--- config.mk ---
export PLATFORM = sky130hd
export DESIGN_NAME = clb_cfg_tx
export DESIGN_NICKNAME = d
export VERILOG_FILES = /design/src/rtl/clb_cfg_pkg.sv /design/src/rtl/clb_cfg_tx.sv
export SDC_FILE = /design/constraint.sdc
export NUM_CORES = 1
export LEC_CHECK = 0
export CAP_MARGIN = 20
export CORE_MARGIN = 2
export CORE_UTILIZATION = 35
export CTS_BUF_LIST = sky130_fd_sc_hd__clkbuf_16
export DETAILED_ROUTE_END_ITERATION = 7
export PLACE_DENSITY_LB_ADDON = 0.15
export SLEW_MARGIN = 20
export SYNTH_ARGS = -nofsm -noshare
export SYNTH_HDL_FRONTEND = slang
export SYNTH_SLANG_ARGS = --single-unit
--- constraint.sdc ---
create_clock -name clk -period 6.94 [get_ports clk]
set_input_delay 1.388 -clock clk [delete_from_list [all_inputs] [get_ports clk]]
set_output_delay 1.388 -clock clk [all_outputs]
set_load 0.03 [all_outputs]
--- src/rtl/clb_cfg_pkg.sv ---
// clb_cfg_pkg: definitions shared by the CLB configuration transmitter and
// the CLB that consumes its bitstream.
//   - field widths of the per-input type/index records
//   - t_input_type: encoding of a LUT input source
//   - t_tx_state:   transmitter frame states
//   - frame_len():  number of cycles cfg stays high for one frame
// Optional build macro: CLB_CFG_TX_PARITY_EN (adds one even-parity bit per frame).
package clb_cfg_pkg;

  localparam int BIT_STREAM_SIGNAL_TYPE_W     = 2;
  localparam int BIT_STREAM_SIGNAL_IDX_LENGTH = 8;

  typedef enum logic [1:0] {
    IT_NEIGHBOUR = 2'd0,
    IT_IO        = 2'd1,
    IT_FEEDBACK  = 2'd2
  } t_input_type;

  typedef enum logic [2:0] {
    ST_IDLE,
    ST_LEAD,
    ST_TYPE,
    ST_INDEX,
    ST_PAD,
    ST_TT,
    ST_PARITY,
    ST_DONE
  } t_tx_state;

  // Lead bit + (type + index + pad) per input + truth table [+ parity].
  function automatic int frame_len(input int lut_width);
    int f;
    f = 1 + (BIT_STREAM_SIGNAL_TYPE_W + BIT_STREAM_SIGNAL_IDX_LENGTH + 1) * lut_width
          + (1 << lut_width);
`ifdef CLB_CFG_TX_PARITY_EN
    f = f + 1;
`endif
    return f;
  endfunction

endpackage

--- src/rtl/clb_cfg_tx.sv ---
// clb_cfg_tx: serial configuration transmitter for one CLB.
// Accepts a complete CLB configuration in parallel (valid/ready), then emits it
// one bit per cycle: LEAD zero, per input {type MSB-first, index LSB-first, pad
// zero}, truth table bit 0 first, optional parity, then a DONE cycle.
// Ports:
//   clk, rst            clock, synchronous active-high reset
//   load_valid/ready    parallel load handshake (ready only in IDLE)
//   load_types          2 bits per LUT input, input i at [2i+1:2i]
//   load_indices        8 bits per LUT input, input i at [8i+7:8i]
//   load_truth_table    LUT_DEPTH bits, bit k = output for input vector k
//   cfg, cfg_clb_data   frame strobe and serial data to the CLB
//   busy, done, err     frame active, end-of-frame pulse, rejected-load pulse
// Optional build macro: CLB_CFG_TX_PARITY_EN (PARITY state after TT).
module clb_cfg_tx #(
  parameter  int LUT_WIDTH = 4,
  localparam int LUT_DEPTH = 1 << LUT_WIDTH
) (
  input  logic                   clk,
  input  logic                   rst,
  input  logic                   load_valid,
  output logic                   load_ready,
  input  logic [2*LUT_WIDTH-1:0] load_types,
  input  logic [8*LUT_WIDTH-1:0] load_indices,
  input  logic [LUT_DEPTH-1:0]   load_truth_table,
  output logic                   cfg,
  output logic                   cfg_clb_data,
  output logic                   busy,
  output logic                   done,
  output logic                   err
);
  import clb_cfg_pkg::*;

  localparam int TW    = BIT_STREAM_SIGNAL_TYPE_W;
  localparam int IW    = BIT_STREAM_SIGNAL_IDX_LENGTH;
  localparam int BIT_W = $clog2((LUT_DEPTH > IW) ? LUT_DEPTH : IW);
  localparam int IN_W  = (LUT_WIDTH > 1) ? $clog2(LUT_WIDTH) : 1;

  localparam logic [BIT_W-1:0] TYPE_LAST  = BIT_W'(TW - 1);
  localparam logic [BIT_W-1:0] INDEX_LAST = BIT_W'(IW - 1);
  localparam logic [BIT_W-1:0] TT_LAST    = BIT_W'(LUT_DEPTH - 1);
  localparam logic [IN_W-1:0]  IN_LAST    = IN_W'(LUT_WIDTH - 1);

  t_tx_state                state_q, state_d;
  logic [BIT_W-1:0]         bit_q, bit_d;
  logic [IN_W-1:0]          in_q, in_d;
  logic [TW*LUT_WIDTH-1:0]  types_q, types_d;
  logic [IW*LUT_WIDTH-1:0]  idx_q, idx_d;
  logic [LUT_DEPTH-1:0]     tt_q, tt_d;
  logic                     cfg_q, cfg_d;
  logic                     data_q, data_d;
  logic                     busy_q, busy_d;
  logic                     done_q, done_d;
  logic                     err_q, err_d;
`ifdef CLB_CFG_TX_PARITY_EN
  logic                     parity_q, parity_d;
`endif

  logic [LUT_WIDTH-1:0]     type_bad;
  logic [TW-1:0]            cur_type;
  logic [IW-1:0]            cur_idx;

  // Type code 2'b11 is unassigned; a load containing it is rejected whole.
  genvar gi;
  generate
    for (gi = 0; gi < LUT_WIDTH; gi++) begin : g_type_chk
      assign type_bad[gi] = (load_types[TW*gi +: TW] == {TW{1'b1}});
    end
  endgenerate

  always_comb begin
    state_d = state_q;
    bit_d   = bit_q;
    in_d    = in_q;
    types_d = types_q;
    idx_d   = idx_q;
    tt_d    = tt_q;
    err_d   = 1'b0;
`ifdef CLB_CFG_TX_PARITY_EN
    parity_d = parity_q;
`endif

    case (state_q)
      ST_IDLE: begin
        if (load_valid) begin
          if (|type_bad) begin
            err_d = 1'b1;
          end else begin
            types_d = load_types;
            idx_d   = load_indices;
            tt_d    = load_truth_table;
            bit_d   = '0;
            in_d    = '0;
            state_d = ST_LEAD;
`ifdef CLB_CFG_TX_PARITY_EN
            parity_d = 1'b0;
`endif
          end
        end
      end
      ST_LEAD: begin
        bit_d   = '0;
        in_d    = '0;
        state_d = ST_TYPE;
      end
      ST_TYPE: begin
        if (bit_q == TYPE_LAST) begin
          bit_d   = '0;
          state_d = ST_INDEX;
        end else begin
          bit_d = bit_q + BIT_W'(1);
        end
      end
      ST_INDEX: begin
        if (bit_q == INDEX_LAST) begin
          bit_d   = '0;
          state_d = ST_PAD;
        end else begin
          bit_d = bit_q + BIT_W'(1);
        end
      end
      ST_PAD: begin
        bit_d = '0;
        if (in_q == IN_LAST) begin
          in_d    = '0;
          state_d = ST_TT;
        end else begin
          in_d    = in_q + IN_W'(1);
          state_d = ST_TYPE;
        end
      end
      ST_TT: begin
        if (bit_q == TT_LAST) begin
          bit_d = '0;
`ifdef CLB_CFG_TX_PARITY_EN
          state_d = ST_PARITY;
`else
          state_d = ST_DONE;
`endif
        end else begin
          bit_d = bit_q + BIT_W'(1);
        end
      end
`ifdef CLB_CFG_TX_PARITY_EN
      ST_PARITY: begin
        state_d = ST_DONE;
      end
`endif
      ST_DONE: begin
        bit_d   = '0;
        in_d    = '0;
        state_d = ST_IDLE;
      end
      default: state_d = ST_IDLE;
    endcase

    // Outputs are registered, so the bit for the state being entered is
    // computed here; captured fields are already in place by the first TYPE.
    cur_type = types_q[TW*int'(in_d) +: TW];
    cur_idx  = idx_q[IW*int'(in_d) +: IW];
    data_d   = 1'b0;
    case (state_d)
      ST_TYPE:  data_d = cur_type[~bit_d[0]];
      ST_INDEX: data_d = (cur_type == IT_FEEDBACK) ? 1'b0 : cur_idx[bit_d[$clog2(IW)-1:0]];
      ST_TT:    data_d = tt_q[bit_d];
`ifdef CLB_CFG_TX_PARITY_EN
      ST_PARITY: data_d = parity_q;
`endif
      default:  data_d = 1'b0;
    endcase

    busy_d = (state_d != ST_IDLE) && (state_d != ST_DONE);
    cfg_d  = busy_d;
    done_d = (state_d == ST_DONE);
`ifdef CLB_CFG_TX_PARITY_EN
    // LEAD/PAD contribute zeros, so folding every emitted bit is harmless.
    parity_d = parity_d ^ data_d;
`endif
  end

  always_ff @(posedge clk) begin
    if (rst) begin
      state_q <= ST_IDLE;
      bit_q   <= '0;
      in_q    <= '0;
      types_q <= '0;
      idx_q   <= '0;
      tt_q    <= '0;
      cfg_q   <= 1'b0;
      data_q  <= 1'b0;
      busy_q  <= 1'b0;
      done_q  <= 1'b0;
      err_q   <= 1'b0;
`ifdef CLB_CFG_TX_PARITY_EN
      parity_q <= 1'b0;
`endif
    end else begin
      state_q <= state_d;
      bit_q   <= bit_d;
      in_q    <= in_d;
      types_q <= types_d;
      idx_q   <= idx_d;
      tt_q    <= tt_d;
      cfg_q   <= cfg_d;
      data_q  <= data_d;
      busy_q  <= busy_d;
      done_q  <= done_d;
      err_q   <= err_d;
`ifdef CLB_CFG_TX_PARITY_EN
      parity_q <= parity_d;
`endif
    end
  end

  assign load_ready   = (state_q == ST_IDLE);
  assign cfg          = cfg_q;
  assign cfg_clb_data = data_q;
  assign busy         = busy_q;
  assign done         = done_q;
  assign err          = err_q;

endmodule

* Yosys cells after proc, flatten, opt, wreduce, memory -nomap -nowiden *
Cells that the tools add are included.

operators by class
  add/sub/neg operators = 2
  bitwise operators = 4
  equal/unequal tests = 20
  $mul = 0
  shift operators = 2
  reductions and logical operators = 8
  div/mod/pow operators = 0
  mux-type cells = 26
  magnitude comparators = 3

operators with widths
  cell                 count
  $shiftx 32x6->8      1
  $mux 4               5
  $pmux 4 s5           1
  $mux 3               6
  $pmux 3 s6           1
  $eq 3x3->1 const B   5
  $eq 2x2->1 const B   6
  $eq 3x2->1 const B   4
  $shiftx 8x4->2       1
  $mux 1               6
  $mux 2               3
  $pmux 2 s3           1
  $reduce_or 3->1      2
  $lt 4x5->1 const B   1
  $add 4x1->4 const B  1
  $bmux 1 s4           1
  $eq 4x1->1 const B   1
  $eq 4x3->1 const B   1
  $eq 4x4->1 const B   1
  $lt 3x4->1 const B   1
  $not 1->1            4
  $reduce_or 4->1      1
  $bmux 1 s3           1
  $eq 3x1->1 const B   1
  9 further kinds      9

word-level totals
  bits of input ports = 59
  ROM bits = 0
  output and inout bits = 6
  word-level logic and storage cells = 75
  memory bits (writable) = 0
  memories = 0
  register bits = 69
  latch bits = 0

* Logic depth before layout (Yosys ltp) *
Gate-level depths: netlist (run 1).

  depth after elaboration = 10
  mapped depth = 12
  gate-level depth less buffers = 10

* Worst setup path after synthesis (run 1) *
No wires, ideal clock.

  path kind = input to register
  start = in load_types[3]
  end = reg data_q, in the netlist cfg_clb_data
  data required time = 6.814 ns
  slack = 3.265 ns
  arrival = 3.549 ns
  stages = 9
  library setup time = 0.126 ns
  path buffers = 1
  cell sequence = a22o_4 o311a_4 or3_1 buf_6 mux2_4 o211a_1 a221o_1 o31ai_1 o22ai_1

between the ends
  longest elaborated chain between the ends = 10
  elaborated cells on any way between the ends = 25
  those cells by class = eq/ne: 5; shift: 2; mux: 17; reduce/logical: 1

RTL lines
  item                          RTL line           source
  start, declared               clb_cfg_tx.sv:22   input logic [2*LUT_WIDTH-1:0] load_types,
  $eq 2x2->1 (*)                clb_cfg_tx.sv:66   assign type_bad[gi] = (load_types[TW*gi +: TW] == {TW{1'b1}});
  $reduce_or 4->1 (*)           clb_cfg_tx.sv:85   if (|type_bad) begin
  $mux 2                        clb_cfg_tx.sv:85
  $mux 2                        clb_cfg_tx.sv:84   if (load_valid) begin
  $pmux 2 s3                    clb_cfg_tx.sv:82   case (state_q)
  $shiftx 32x6->8               clb_cfg_tx.sv:159  cur_idx = idx_q[IW*int'(in_d) +: IW];
  $bmux 1 s3                    clb_cfg_tx.sv:163  ST_INDEX: data_d = (cur_type == IT_FEEDBACK) ? 1'b0 : cur_idx[bit_d[$clog2(IW)-1:0]];
  $mux 1 (not written as such)  clb_cfg_tx.sv:163
  $mux 1                        clb_cfg_tx.sv:163
  $pmux 1 s3 (*)                clb_cfg_tx.sv:161  case (state_d)
  end signal, assigned          clb_cfg_tx.sv:204  data_q <= data_d;
  end, declared                 clb_cfg_tx.sv:50   logic data_q, data_d;

Every way passes the cells marked *; elsewhere a longest branch is shown, timed or not. The select of a mux whose other input is x is not followed.
A chain may end at the register's enable or synchronous reset.

* Worst setup path after layout (run 1) *
  start = in load_types[5]
  end = reg data_q, in the netlist cfg_clb_data

Same word-level chain as after synthesis.

==> impl_results.md, run 1 <==
- Status: finished, final reports clean
- Routed vias/inst: 5.07
- Tot GR Track Use: 0.174
- Starting density of the core: 0.357
- Critical Path RT: 7150 ps
- CORE AREA: 9680 sq um
- Cts repair resizes: 0
- Final wirelength: 8760 um
- Vias in the first global route: 2957
- Dominant synthesized flop cell: dfxtp_1
- Max Buffers Root-to-Sink: 2
- Cell area after synthesis: 3460 sq um
- XOR/XNOR share of the synthesized area: 0.00253
- Synth warnings: 0
- First-pass GRT wire length: 14400 um
- Wire per inst: 14.1 um
- Final HPWL DP: 6210 um
- CP Data Arrival Time: 4450 ps
- Largest family of logic cells by synthesized area: compound AO/OA/AOI/OAI gates
- Synthesis-to-layout area growth: 27.8%
- Sw Share: 0.247
- Setup-failing EPs final: 0
- Syn Area/Cell: 7.87 sq um
- DRT Pass-1 Iters: 4
- Placed Area: 4170 sq um
- Layout cell share with drive strength beyond 1: 0.0676
- Yosys top cell area share: 0.400
- I/O Pins: 65
- EDFF count, synth: 0
- Hold_buf cts: 0
- DP Worst Slack: 2380 ps
- Setup TNS: 0 ps
- Max IR drop VDD: 0.108 mV
- Gate Count Post-Synth: 439
- Vias: 3147
- Port Buf Inserts: 64
- Diode count: 0
- Largest net degree at the start of global routing: 69
- Site Rows: 36
- Synth Area in Compound Gates: 0.241
- Drt drc: 0
- Die area: 10700 sq um
- Adder-cell share of the synthesized area: 0.0109
- Post-Synth Simple-Gate Area: 0.218
- Reg power frac: 0.454
- Power per cell area: 213 nW/um^2
- Switch Pwr: 0.232 mW
- Clk_lat worst skew: 320 ps
- CTS root buffer: clkbuf_16
- Post-Layout Inst Area: 4420 sq um
- Leakage: 1.59 nW
- Antenna-violating nets left: 0
- Final hold vios: 0
- P_int: 0.709 mW
- DIE HEIGHT: 103 um
- Final Power: 0.941 mW
- Max-slew violations: 0
- Yosys top cell by area: dfxtp_1
- Fmax: 0.235 GHz
- Final Cycle Share: 0.612
- Max-cap violations: 0
- Crit-path max FO: 12
- Hold crit path type: register to register
- Yosys cell types: 59
- Mux cell area share after synthesis: 0.0775
- WHS: 453 ps
- CTS buffer count: 9
- Clk pwr share: 0.415
- CTS tree: built
- Setup crit start kind: input pin
- GR Overflow Total: 0
- Initial antenna violation count: 0
- Min Tclk post-route: 4250 ps
- #FFs+latches synth: 69
- CTS clk-pin slew, worst paths: 60 ps
- Critical Path Sink Type: register
- RSZ-0062 raised after global routing: no
- Comb pwr share: 0.131
- Iter 0 DRT Violations: 109
- Core Util, Final: 0.456
- Post-synthesis sequential area ratio: 0.400
- Synth area leaders: dfxtp_1 40%, nand2_1 13%, a21oi_1 9.1%
- Post-CTS Setup Inserts: 0
- Skew final: 6.24 ps
- Worst Max-Slew Pin Slew: 916 ps
- Post-synth ARST share: 0
- Slew Limit Headroom: 0.389
- Htree depth: 3
- Placed Cells: 607
- GP Congestion: 0.850
- CTS Sinks: 69
- Nets@finish: 547
- Critical path class: input pin to register
- Die width: 103 um
- Fin worst setup slack: 2690 ps
- Post-Syn Nets: 501
- Layout Cells excl Fill: 621
kinds of logic (layout without fill, tap and decap cells):
| family | count (synthesis) | after routing |
|---|---|---|
| multiplexers | 23 | 23 |
| AO/OA/AOI/OAI | 125 | 125 |
| AND/OR/NAND/NOR | 176 | 176 |
| XOR/XNOR | 1 | 1 |
| adder cells (fa/ha/maj) | 3 | 3 |
| buffers and inverters | 42 | 91 |
| flip-flops | 69 | 69 |
registers in the layout, indices dropped and copies added, names as in the netlist:
| name | count |
|---|---|
| tt_q | 16 |
| busy | 1 |
| idx_q | 32 |
| state_q | 3 |
| in_q | 2 |
| err | 1 |
| cfg_clb_data | 1 |
| types_q | 8 |
| done | 1 |
| bit_q | 4 |
worst max-delay path, stage by stage:
cell	delay [ps]
clkdlybuf4s50_1	420
a22o_1	320
o311ai_0	600
a22o_1	610
mux4_2	590
a22o_1	230
a211oi_1	200
o22ai_1	100
power by group through the flow:
stage / Combinational [mW] / Clock [mW] / Sequential (mW)
2_1_floorplan: 0.0710 / 0 / 0.431
3_3_place_gp: 0.120 / 0 / 0.436
3_5_place_dp: 0.125 / 0 / 0.435
4_1_cts: 0.125 / 0.395 / 0.427
5_1_grt: 0.138 / 0.415 / 0.429
6_report: 0.124 / 0.390 / 0.427
cells in the mapped netlist, types with 3 or more instances:
cell type / instances
nand2_1: 122
dfxtp_1: 69
a21oi_1: 63
clkbuf_1: 24
nor2_1: 17
mux2i_1: 14
inv_1: 10
a211oi_1: 8
o31ai_1: 7
and2_1: 6
mux2_2: 6
a21boi_0: 5
nand3_1: 5
nor2b_1: 5
nor3_1: 5
a2111oi_0: 4
buf_2: 4
o21ai_0: 4
a211o_1: 3
a22o_1: 3
a31oi_1: 3
ha_1: 3
nand2b_1: 3
final cells by class:
class / count / area [sq um]
Fill cell: 1010 / 5270
Multi-Input combinational cell: 328 / 1910
Sequential cell: 69 / 1380
Timing Repair Buffer: 67 / 678
Clock buffer: 9 / 225
Tap cell: 133 / 166
Inverter: 10 / 37.5
Clock inverter: 5 / 21.3
placed cells by master (no fill, tap or decap), drive strengths merged, types with 8 or more instances in the layout:
| master | netlist | routed |
|---|---|---|
| nand2 | 122 | 122 |
| dfxtp | 69 | 69 |
| a21oi | 63 | 63 |
| clkdlybuf4s50 | 0 | 63 |
| nor2 | 17 | 17 |
| mux2i | 14 | 14 |
| inv | 10 | 11 |
| clkbuf | 24 | 9 |
| a211oi | 8 | 8 |
metal layers:
layer  track usage  wire length [um]  up-vias
li1              -                 -     1629
met1         0.230              4130     1457
met2         0.286              4230       48
met3        0.0309               264       13
met4        0.0607               130        0
met5             0                 0        -
worst paths after layout:
kind	start	end	slack (ps)	cells after the start
setup / recovery	load_types[5]	cfg_clb_data$_SDFF_PP0_	2690	8
hold / removal	tt_q[9]$_SDFFE_PP0P_	tt_q[9]$_SDFFE_PP0P_	450	2
setup reg to reg	in_q[0]$_SDFF_PP0_	cfg_clb_data$_SDFF_PP0_	3690	9
hold reg to reg	tt_q[9]$_SDFFE_PP0P_	tt_q[9]$_SDFFE_PP0P_	450	2
(Power assumes the default switching activity.)
==> inputs of run 2 (changes only) <==
Clock period 6.94 ns to 4.25 ns, I/O delays scaled along.
==> run 2 against run 1 <==
Compared with the run above: register-to-register slack lost 2600 ps; via count is 1.9% higher; sequential power is 63% higher; largest cell class unchanged; wire length grew 2.1%; highest routed layer unchanged.
==> impl_results.md, run 2 (synthesized netlist as in run 1, its figures left out) <==
- Status: finished, final reports clean
- Post-CTS Setup Inserts: 0 (unchanged)
- Switch Pwr: 0.403 mW (+74%)
- Layout cell share with drive strength beyond 1: 0.0867 (+0.0191)
- Largest net degree at the start of global routing: 68 (-1.4%)
- Critical Path Sink Type: register
- CTS root buffer: clkbuf_16
- First-pass GRT wire length: 14500 um (+0.96%)
- Hold crit path type: register to register
- Vias in the first global route: 2993 (+1.2%)
- Setup TNS: 0 ps (unchanged)
- Sw Share: 0.238 (-0.00855)
- Tot GR Track Use: 0.176 (+0.00217)
- R2R Path Start: bit_q[0]$_SDFF_PP0_
- Setup-failing EPs final: 0 (unchanged)
- R2R setup slack: 1130 ps (-2560 ps)
- Hold_buf cts: 0 (unchanged)
- DRT Pass-1 Iters: 5 (+1)
- GR Overflow Total: 0 (unchanged)
- Max-cap violations: 0 (unchanged)
- Cells along the critical path: clkdlybuf4s50_1 > a22o_4 > o311a_4 > or3_1 > buf_4 > mux2_2 > nor2_1 > a2111oi_0 > o31ai_1 > o22ai_1
- Final HPWL DP: 6340 um (+2.2%)
- Synthesis-to-layout area growth: 30.5%
- Diode count: 0 (unchanged)
- Setup crit start kind: input pin
- Critical Path RT: 4510 ps (-2640 ps)
- Clk pwr share: 0.467 (+0.052)
- Crit-path max FO: 11 (-1)
- Leakage: 1.64 nW (+3.4%)
- Fin worst setup slack: 774 ps (-1920 ps)
- Skew final: 6.85 ps (+0.602 ps)
- Max IR drop VDD: 0.203 mV (+87%)
- GP Congestion: 0.836 (-1.6%)
- CP endpoint: cfg_clb_data$_SDFF_PP0_
- Drt drc: 0 (unchanged)
- Final Cycle Share: 0.818
- R2r endpoint: cfg_clb_data$_SDFF_PP0_
- Reg power frac: 0.412 (-0.042)
- Port Buf Inserts: 64 (unchanged)
- Antenna-violating nets left: 0 (unchanged)
- Fmax: 0.288 GHz
- Core Util, Final: 0.466 (+0.00982)
- Iter 0 DRT Violations: 85 (-22%)
- CTS clk-pin slew, worst paths: 50 ps (about the same)
- Routed vias/inst: 5.10 (+0.58%)
- Most common cell after layout, fill and taps aside: nand2_1
- Critical path class: input pin to register
- Critical path startpoint: load_types[3]
- Min Tclk post-route: 3480 ps
- Clk_lat worst skew: 340 ps (+20 ps)
- I/O Pins: 65 (unchanged)
- Cts repair resizes: 0 (unchanged)
- P_int: 1.29 mW (+82%)
- Starting density of the core: 0.357 (unchanged)
- R2r worst-path depth: 9 (unchanged)
- CTS Sinks: 69 (unchanged)
- CTS tree: built
- CTS buffer count: 9 (unchanged)
- Worst Max-Slew Pin Slew: 715 ps (-202 ps)
- DIE HEIGHT: 103 um (unchanged)
- Hold_sp: idx_q[11]$_SDFFE_PP0P_
- Max-slew violations: 0 (unchanged)
- CP Data Arrival Time: 3730 ps (-720 ps)
- Fillers: 975 (-3.5%)
- Comb pwr share: 0.121 (-0.010)
- Max Buffers Root-to-Sink: 2 (unchanged)
- Register bank with the most flops: idx_q
- Power per cell area: 375 nW/um^2 (+76%)
- Htree depth: 3 (unchanged)
- Initial antenna violation count: 0 (unchanged)
- Most frequent cells in the layout: 122 x nand2_1, 69 x dfxtp_1, 63 x a21oi_1, 63 x clkdlybuf4s50_1, 17 x nor2_1
- Top Registers: idx_q x32, tt_q x16, types_q x8
- RSZ-0062 raised after global routing: no
- CORE AREA: 9680 sq um (unchanged)
- Site Rows: 36 (unchanged)
- DP Worst Slack: 470 ps (-1910 ps)
- CP max stage delay: 540 ps (-70 ps)
- Max FFs per register: 32 (unchanged)
- Final wirelength: 8950 um (+2.1%)
- Slew Limit Headroom: 0.524 (+0.134)
- Nets@finish: 553 (+1.1%)
- Die area: 10700 sq um (unchanged)
- Worst path slowest cell: or3_1
- Wire per inst: 14.2 um (+0.85%)
- Die width: 103 um (unchanged)
- Final hold vios: 0 (unchanged)
- Vias: 3206 (+1.9%)
[run 2: cell types whose count changed in the layout (fill, tap and decap cells not counted), sizes merged]
cell / delta
bufinv: +2
buf: +6
[run 2: how the worst min path moves through the flow]
stage / depth (start not counted) / to / slack, ps
after floorplan: 2 / tt_q[3]$_SDFFE_PP0P_ / 430
after global placement: 2 / types_q[4]$_SDFFE_PP0P_ / 440
after detailed placement: 2 / idx_q[11]$_SDFFE_PP0P_ / 440
after CTS: 2 / idx_q[11]$_SDFFE_PP0P_ / 450
after global routing: 2 / tt_q[6]$_SDFFE_PP0P_ / 470
final: 2 / idx_q[11]$_SDFFE_PP0P_ / 450
[run 2: area by class of cell]
cell class,instances,area [sq um],share of cell area
Inverter,10,37.5,0.00832
Clock inverter,7,91.3,0.0202
Multi-Input combinational cell,328,1910,0.423
Timing Repair Buffer,73,703,0.156
Tap cell,133,166,0.0369
Sequential cell,69,1380,0.306
Clock buffer,9,225,0.0499
[run 2: worst max-delay path: cells and delay by family]
family | cells | cell delay, ps
buf+inv | 2 | 710
simple gates | 2 | 580
compound gates | 5 | 1370
mux | 1 | 230
[run 2: per-layer routing]
metal	vias to the layer above	routed length [um]	track usage
met5	-	0	0
li1	1641	-	-
met1	1492	4140	0.220
met2	62	4310	0.290
met3	11	343	0.0538
met4	0	162	0.0587
[run 2: power groups by stage]
stage / Combinational [mW] / Clock, mW / Sequential, mW
4_1_cts: 0.207 / 0.799 / 0.698
3_5_place_dp: 0.207 / 0 / 0.711
3_3_place_gp: 0.204 / 0 / 0.712
5_1_grt: 0.228 / 0.833 / 0.701
6_report: 0.205 / 0.791 / 0.698
2_1_floorplan: 0.116 / 0 / 0.704
[run 2: per-stage QoR]
stage | power [mW] | instance area, sq um | hold slack (ps) | instances
floorplan | 0.820 | 3460 | 431 | 439
global placement | 0.916 | 4200 | 444 | 613
detailed placement | 0.918 | 4200 | 445 | 613
CTS | 1.70 | 4510 | 454 | 629
global route | 1.76 | 4510 | 475 | 629
finish | 1.69 | 4510 | 453 | 629
